<file path="src/rtl/bcd_counter_chain_pkg.sv">
// Shared constants and digit arithmetic for the cascaded modulo counter.
package counter_pkg;

   localparam int DIGIT_W = 4;

   // Terminal value of a digit that counts 0..modulus-1.
   function automatic logic [DIGIT_W-1:0] max_digit(input int modulus);
      return DIGIT_W'(modulus - 1);
   endfunction

   // Value a digit takes when it steps. Anything out of range (X or a
   // corrupted register) is pulled back to 0 rather than held.
   function automatic logic [DIGIT_W-1:0] next_digit(input logic [DIGIT_W-1:0] val,
                                                     input logic               up,
                                                     input int                 modulus);
      logic [DIGIT_W-1:0] w_res;
      if (int'(val) >= modulus) begin
         w_res = '0;
      end else if (up) begin
         w_res = (val == max_digit(modulus)) ? '0 : DIGIT_W'(val + 4'd1);
      end else begin
         w_res = (val == '0) ? max_digit(modulus) : DIGIT_W'(val - 4'd1);
      end
      return w_res;
   endfunction

endpackage

</file>
<file path="src/rtl/bcd_counter_chain_if.sv">
// Control and status bundle of the counter chain. The master drives the
// count controls; the counter (slave) returns the count and its flags.
interface bcd_counter_chain_if #(
   parameter int DIGITS = 4
) ();

   logic                  EN;
   logic                  UP;
   logic                  LOAD;
   logic [DIGITS*4-1:0]   LOAD_VAL;
   logic [DIGITS*4-1:0]   Q;
   logic                  TC;
   logic                  OVF;

   modport master (
      output EN, UP, LOAD, LOAD_VAL,
      input  Q, TC, OVF
   );

   modport slave (
      input  EN, UP, LOAD, LOAD_VAL,
      output Q, TC, OVF
   );

endinterface

</file>
<file path="src/rtl/bcd_counter_chain_mod_digit.sv">
// One modulo digit of the chain. Steps when i_step is high and passes the
// step on (carry up / borrow down) when it sits at its terminal value.
module mod_digit
   import counter_pkg::*;
#(
   parameter int MODULUS = 10
) (
   input  logic               i_clk,
   input  logic               i_rst,
   input  logic               i_load,
   input  logic [DIGIT_W-1:0] i_load_nib,
   input  logic               i_step,
   input  logic               i_up,
   output logic [DIGIT_W-1:0] o_digit,
   output logic               o_step
);

   localparam logic [DIGIT_W-1:0] MAXD = max_digit(MODULUS);

   logic [DIGIT_W-1:0] r_digit;
   logic               w_at_term;

   // Terminal value depends on direction: top of range going up, zero going down.
   always_comb begin
      w_at_term = i_up ? (r_digit == MAXD) : (r_digit == '0);
   end

   // Digit register: reset, then load (illegal nibbles clear), then step.
   always_ff @(posedge i_clk) begin
      if (i_rst) begin
         r_digit <= '0;
      end else if (i_load) begin
         r_digit <= (int'(i_load_nib) >= MODULUS) ? '0 : i_load_nib;
      end else if (i_step) begin
         r_digit <= next_digit(r_digit, i_up, MODULUS);
      end
   end

   assign o_digit = r_digit;
   assign o_step  = i_step & w_at_term;

endmodule

</file>
<file path="src/rtl/bcd_counter_chain.sv">
// Multi-digit synchronous modulo counter. Digits share one clock and are
// cascaded by a combinational step chain; the last step output is the
// terminal count, and a registered copy of it gives the wrap pulse.
module bcd_counter_chain
   import counter_pkg::*;
#(
   parameter int DIGITS  = 4,
   parameter int MODULUS = 10
) (
   input  logic             CLK,
   input  logic             RESET,
   bcd_counter_chain_if.slave bus
);

   logic [DIGITS:0]           w_step;
   logic [DIGITS*DIGIT_W-1:0] w_q;
   logic                      w_tc;
   logic                      r_ovf;

   // Digit 0 steps on every enabled cycle; each higher digit is gated by the
   // one below it, so the chain output is EN & all digits terminal.
   assign w_step[0] = bus.EN;

   for (genvar g = 0; g < DIGITS; g++) begin : g_digit
      mod_digit #(
         .MODULUS (MODULUS)
      ) u_digit (
         .i_clk      (CLK),
         .i_rst      (RESET),
         .i_load     (bus.LOAD),
         .i_load_nib (bus.LOAD_VAL[g*DIGIT_W +: DIGIT_W]),
         .i_step     (w_step[g]),
         .i_up       (bus.UP),
         .o_digit    (w_q[g*DIGIT_W +: DIGIT_W]),
         .o_step     (w_step[g+1])
      );
   end

   assign w_tc = w_step[DIGITS];

   // Wrap pulse: last cycle's terminal count, suppressed by reset or load.
   always_ff @(posedge CLK) begin
      if (RESET) begin
         r_ovf <= 1'b0;
      end else if (bus.LOAD) begin
         r_ovf <= 1'b0;
      end else begin
         r_ovf <= w_tc;
      end
   end

   assign bus.Q   = w_q;
   assign bus.TC  = w_tc;
   assign bus.OVF = r_ovf;

endmodule

</file>
<file path="src/flat_wrapper.sv">
// flat-port wrapper written by rule: the top's interface ports become plain ports
module bcd_counter_chain_flat import counter_pkg::*;
#(
   parameter int DIGITS  = 4,
   parameter int MODULUS = 10
)
  (CLK, RESET, bus_EN, bus_UP, bus_LOAD, bus_LOAD_VAL, bus_Q, bus_TC, bus_OVF);
  bcd_counter_chain_if #(.DIGITS(DIGITS)) bus_i ();
  input  logic CLK;
  input  logic RESET;
  input wire logic [$bits(bus_i.EN)-1:0] bus_EN;
  input wire logic [$bits(bus_i.UP)-1:0] bus_UP;
  input wire logic [$bits(bus_i.LOAD)-1:0] bus_LOAD;
  input wire logic [$bits(bus_i.LOAD_VAL)-1:0] bus_LOAD_VAL;
  output wire logic [$bits(bus_i.Q)-1:0] bus_Q;
  output wire logic [$bits(bus_i.TC)-1:0] bus_TC;
  output wire logic [$bits(bus_i.OVF)-1:0] bus_OVF;
  assign bus_i.EN = bus_EN;
  assign bus_i.UP = bus_UP;
  assign bus_i.LOAD = bus_LOAD;
  assign bus_i.LOAD_VAL = bus_LOAD_VAL;
  assign bus_Q = bus_i.Q;
  assign bus_TC = bus_i.TC;
  assign bus_OVF = bus_i.OVF;
  bcd_counter_chain #(.DIGITS(DIGITS), .MODULUS(MODULUS)) u_core (.CLK(CLK), .RESET(RESET), .bus(bus_i));
endmodule
</file>
<file path="config.mk">
export PLATFORM = sky130hd
export DESIGN_NAME = bcd_counter_chain_flat
export DESIGN_NICKNAME = d
export VERILOG_FILES = /design/src/rtl/bcd_counter_chain_pkg.sv /design/src/rtl/bcd_counter_chain_if.sv /design/src/rtl/bcd_counter_chain_mod_digit.sv /design/src/rtl/bcd_counter_chain.sv /design/src/flat_wrapper.sv
export SDC_FILE = /design/constraint.sdc
export NUM_CORES = 1
export LEC_CHECK = 0
export ABC_AREA = 1
export BUFFER_PORTS_ARGS = -buffer_cell sky130_fd_sc_hd__buf_2
export CAP_MARGIN = 10
export CORE_MARGIN = 4
export CORE_UTILIZATION = 30
export CTS_CLUSTER_SIZE = 40
export DETAILED_ROUTE_END_ITERATION = 7
export PLACE_DENSITY = 0.47
export RECOVER_POWER = 50
export SLEW_MARGIN = 0
export SYNTH_ARGS = -nofsm -noshare
export SYNTH_HDL_FRONTEND = slang
export SYNTH_SLANG_ARGS = --single-unit
</file>
<file path="constraint.sdc">
create_clock -name CLK -period 1.6 [get_ports CLK]
set_clock_uncertainty 0.15 [all_clocks]
set_input_delay 0.16 -clock CLK [delete_from_list [all_inputs] [get_ports CLK]]
set_output_delay 0.16 -clock CLK [all_outputs]
set_load 0.02 [all_outputs]
</file>
* After elaboration in Yosys (flattened, before gate mapping)
Cells that the tools add are included.
Operators by class: bitwise operators 4, muxes and demuxes 32, magnitude comparators 8, equal/unequal tests 4, add/subtract/negate cells 8, reduce and logical (&&, ||, !) cells 9
Operator list (number):
- 2-to-1 mux 4 bit | 28
- greater-or-equal comparator 4 bit (second input constant) | 8
- adder 4 x 1 -> 4 bit (second input constant) | 4
- == test 4 bit (second input constant) | 4
- logical NOT 4 bit | 4
- subtractor 4 x 1 -> 4 bit (second input constant) | 4
- nonzero test 2 bit | 4
- AND 1 bit | 4
- 2-to-1 mux 1 bit | 4
- OR reduction 2 bit | 1
Word-level totals: logic and storage cells 70, register bits after elaboration 17, output and inout port bits 18, input bits 21

* Logic depth before layout (Yosys ltp)
depth after elaboration 7, mapped depth 11, gate-level depth less buffers 11

* By module
From an unflattened synthesis, not the netlist that was laid out.
Second synthesis, totals: cell total of the unflattened synthesis 252, area total of the unflattened synthesis 1485.2 µm²
Modules (own cells, without submodules):
- mod_digit | area each 362.8 µm², sequential area each 80.1 µm², times used 4, cells each 62
- bcd_counter_chain | area each 33.8 µm², sequential area each 20.0 µm², times used 1, cells each 4

* Worst setup path before layout
No wires, ideal clock.
path kind register to output, start point register u_core.g_digit[0].u_digit.r_digit[0], end point output port bus_TC, setup slack -0.055 ns, cell stages (with the launch flop) 9, path buffers 0, required time 1.290 ns, data arrival time 1.345 ns, cells stage by stage dfxtp_1 nand2_1 inv_2 nand2_2 nand2_2 inv_2 nor2_4 nand3_4 nor2_1
On the way: word-level cells in the longest chain between the ends 6, elaborated cells on any way between the ends 7, classes of those cells eq/ne (1); mux (1); bitwise (4); reduce/logical (1)
Ends and longest elaborated chain:
- start: declaration | line bcd_counter_chain_mod_digit.sv:20 | logic [DIGIT_W-1:0] r_digit;
- start signal: assignment | line bcd_counter_chain_mod_digit.sv:33 | r_digit <= (int'(i_load_nib) >= MODULUS) ? '0 : i_load_nib;
- start signal: assignment | line bcd_counter_chain_mod_digit.sv:35 | r_digit <= next_digit(r_digit, i_up, MODULUS);
- == test 4 bit or logical NOT 4 bit (tied branches) | line bcd_counter_chain_mod_digit.sv:25 | w_at_term = i_up ? (r_digit == MAXD) : (r_digit == '0);
- 2-to-1 mux 1 bit (*) | line bcd_counter_chain_mod_digit.sv:25
- AND 1 bit (*) (4 in a row) | line bcd_counter_chain_mod_digit.sv:40 | assign o_step = i_step & w_at_term;
- end: declaration | line flat_wrapper.sv:16 | output wire logic [$bits(bus_i.TC)-1:0] bus_TC;
Every way passes the cells marked *; elsewhere a longest branch is shown, timed or not.

* Final worst setup path
start point register u_core.g_digit[1].u_digit.r_digit[0], end point output port bus_TC
On the way: word-level cells in the longest chain between the ends 5, elaborated cells on any way between the ends 6, classes of those cells eq/ne (1); mux (1); bitwise (3); reduce/logical (1)
Ends and longest elaborated chain (line):
- start: declaration | bcd_counter_chain_mod_digit.sv:20
- start signal: assignment | bcd_counter_chain_mod_digit.sv:33
- start signal: assignment | bcd_counter_chain_mod_digit.sv:35
- == test 4 bit or logical NOT 4 bit (tied branches) | bcd_counter_chain_mod_digit.sv:25
- 2-to-1 mux 1 bit (*) | bcd_counter_chain_mod_digit.sv:25
- AND 1 bit (*) (3 in a row) | bcd_counter_chain_mod_digit.sv:40
Marked as above.

==> impl_metrics.tcl <==
set metrics [dict create \
    outcome "finished, violations left" \
    violations "hold timing, setup timing" \
    finalPower_w 0.00147 \
    total_leakage_power_nw 1.07 \
    syn_nets 284 \
    vdd_ir_drop_max_uv 331 \
    dr_total_vias 1894 \
    die_h_um 78.1 \
    cp.required_ns 1.29 \
    hold_violations 1 \
    grt_max_degree 14 \
    p_sw_share_pct 39.2 \
    nets 352 \
    cts_max_path_buffers 2 \
    hp-class "input pin to flop" \
    ys_seq_area_share_pct 23.1 \
    cts_max_level 1 \
    clockPowerShare_pct 23.4 \
    antenna_cells 0 \
    layout_min_cycle_time_ns 1.68 \
    stdcell_count 397 \
    drive_above_1_share_pct 38.2 \
    setup_ws_ns -0.0762 \
    drt_pre_antenna_iters 6 \
    ant_nets 0 \
    core_region_area_um2 4750 \
    switchingPower_w 0.000576 \
    io_buffers 38 \
    rrSetupSlack_ns 0.07 \
    dr.first_iter.drc_count 91 \
    syn2layout_area_growth_pct 43.3 \
    fp-row-count 25 \
    end_kind "output port" \
    r2r_end "u_core.g_digit[3].u_digit.o_digit[3]" \
    antenna_found_initial 0 \
    grt_pass1_wl_mm 7.72 \
    postSynthCellCount 263 \
    cts_tree "done" \
    initial_utilization_pct 31.0 \
    fp.dieArea_um2 6100 \
    arrival_ns 1.37 \
    utilization_pct 44.5 \
    holdBufCountCts 0 \
    wl_per_cell_um 11.6 \
    synth.distinct_cells 27 \
    hold_end "u_core.g_digit[2].u_digit.o_digit[0]" \
    numClockSinks 17 \
    fin_crit_sh_pct 105 \
    fillers 548 \
    dp.cells 381 \
    die_w_um 78.1 \
    root_buffer "clkbuf_8" \
    p_int_w 0.000895 \
    place_congestion 0.851 \
    dp.final_hpwl_mm 3.53 \
    criticalPathCategory "flop to output port" \
    syn_area_per_cell_um2 5.61 \
    drc_errors 0 \
    clock_latency_ns 0.26 \
    maxSlewViolCount 0 \
    ys_ff_latch 17 \
    tightest_slew_ns 0.411 \
    rsz0062_at_grt "true" \
    clkTransAtPathRegs_ns 0.08 \
    hold_depth 2 \
    seqPwrFrac_pct 35.2 \
    start_kind "flop" \
    yosys_warnings 0 \
    min-delay-start "RESET" \
    combPwrFrac_pct 41.3 \
    grt_pass1_vias 1728 \
    power_per_cell_area_nw_per_um2 696 \
    setup_viol 1 \
    track_usage_pct 15.2 \
    slew_headroom_pct 72.6 \
    max_freq_mhz 597 \
    grt_overflow 0 \
    r2r_cells 12 \
    r2r-start "u_core.g_digit[1].u_digit.o_digit[0]" \
    io_pins 39 \
    crit_fanout 4 \
    cts-buffers-inserted 3 \
    maxCapViolations 0 \
    hold_slack_ns -0.00108 \
    synth_area_um2 1480 \
    via_per_inst 4.77 \
    drt-total-wl_mm 4.61 \
]
==> final cells by class <==
cell class                      instances  area, µm²  area share [%]
Timing Repair Buffer                   69        433            20.5
Sequential cell                        17        363            17.2
Tap cell                               67       83.8            3.96
Inverter                               33        126            5.98
Multi-Input combinational cell        207       1060            50.3
Clock buffer                            4       45.0            2.13
==> critical path, cell delays in order (launching register included) <==
cell and delay, ns:
dfxtp_4 0.39, inv_4 0.05, nor2_4 0.09, nand2_2 0.07
nand2_2 0.07, nand2_2 0.07, inv_2 0.07, nand3_4 0.09
nor2_4 0.11, buf_6 0.11
==> cells by family after synthesis <==
group,Yosys count,share of synthesized area (%)
simple gates,151,45.3
buf+inv,39,11.0
compound gates,56,20.6
flops,17,23.1
==> cell usage after synthesis <==
library cell	count	area [µm²]
or2_2	1	6.26
o21ai_1	1	5.00
nor2_1	37	139
buf_4	1	7.51
nand3_4	1	17.5
buf_6	1	11.3
a21oi_1	17	85.1
inv_2	7	26.3
a22oi_1	1	7.51
nor4_1	1	6.26
clkinv_1	1	3.75
a31oi_1	4	25.0
buf_2	4	20.0
o211ai_1	4	30.0
o21ai_2	1	8.76
nand2_1	67	251
nor3_1	2	10.0
nand3_2	1	10.0
nand3b_1	1	7.51
o21ai_0	27	135
nand2_2	7	43.8
a21o_1	1	7.51
nor2_2	4	25.0
nor2_4	1	11.3
nand3_1	28	140
inv_1	25	93.8
dfxtp_1	17	340
==> how the worst max path moves through the flow <==
stage / start / end / slack [ns] / cells past startpoint
final: u_core.g_digit[1].u_digit.o_digit[0] / bus_TC / -0.08 / 9
after global routing: u_core.g_digit[1].u_digit.o_digit[0] / bus_TC / -0.15 / 9
after CTS: u_core.g_digit[1].u_digit.o_digit[0] / bus_TC / -0.05 / 9
after detailed placement: u_core.g_digit[1].u_digit.o_digit[1] / bus_TC / 0.02 / 8
after global placement: u_core.g_digit[1].u_digit.o_digit[1] / bus_TC / 0.01 / 8
after floorplan: u_core.g_digit[0].u_digit.o_digit[0] / bus_TC / 0.03 / 8
==> placed cells by master (no fill, tap or decap), types with 3 or more instances in the layout <==
master	netlist	routed
nand2_1	67	60
buf_2	4	34
buf_4	1	29
nor2_1	37	28
nand3_1	28	27
o21ai_0	27	26
inv_1	25	23
a21oi_1	17	16
nand2_2	7	13
dfxtp_2	0	12
inv_2	7	8
nor2_2	4	7
nor2_4	1	7
o211ai_1	4	4
a31oi_1	4	4
clkbuf_1	0	4
clkbuf_8	0	3
buf_6	1	3
dfxtp_1	17	3
==> metal layers <==
metal | vias up | GRT usage [%] | wire length (µm)
li1 | 994 | - | -
met1 | 840 | 20.0 | 2160
met2 | 54 | 25.3 | 2110
met3 | 6 | 3.21 | 295
met4 | 0 | 4.02 | 48
met5 | - | 0 | 0
==> state kept, by name, summed over array words and instances, names as in the netlist <==
name / flops
u_core.bus.OVF: 1
u_core.g_digit.u_digit.o_digit: 16
==> metrics by stage <==
stage | cell area, µm² | setup WS [ns] | TNS, ns
after floorplan | 1480 | 0.0315 | 0
after global placement | 1860 | 0.0141 | 0
after detailed placement | 1860 | 0.0231 | 0
after CTS | 2060 | -0.0460 | -0.0460
after global routing | 2110 | -0.149 | -0.257
final | 2110 | -0.0762 | -0.0762
==> power by group through the flow <==
stage                     Combinational, W  Clock (W)  Sequential (W)
after floorplan                   0.000310          0        0.000550
after global placement            0.000539          0        0.000513
after detailed placement          0.000534          0        0.000512
after CTS                         0.000585   0.000360        0.000512
after global routing              0.000683   0.000378        0.000526
final                             0.000608   0.000345        0.000518
==> what timing repair did <==
action,CTS,global route
resized for setup,30,20
setup buffers,12,1
pin swaps,7,7
setup endpoints to repair,1,13
(Power assumes the default switching activity.)
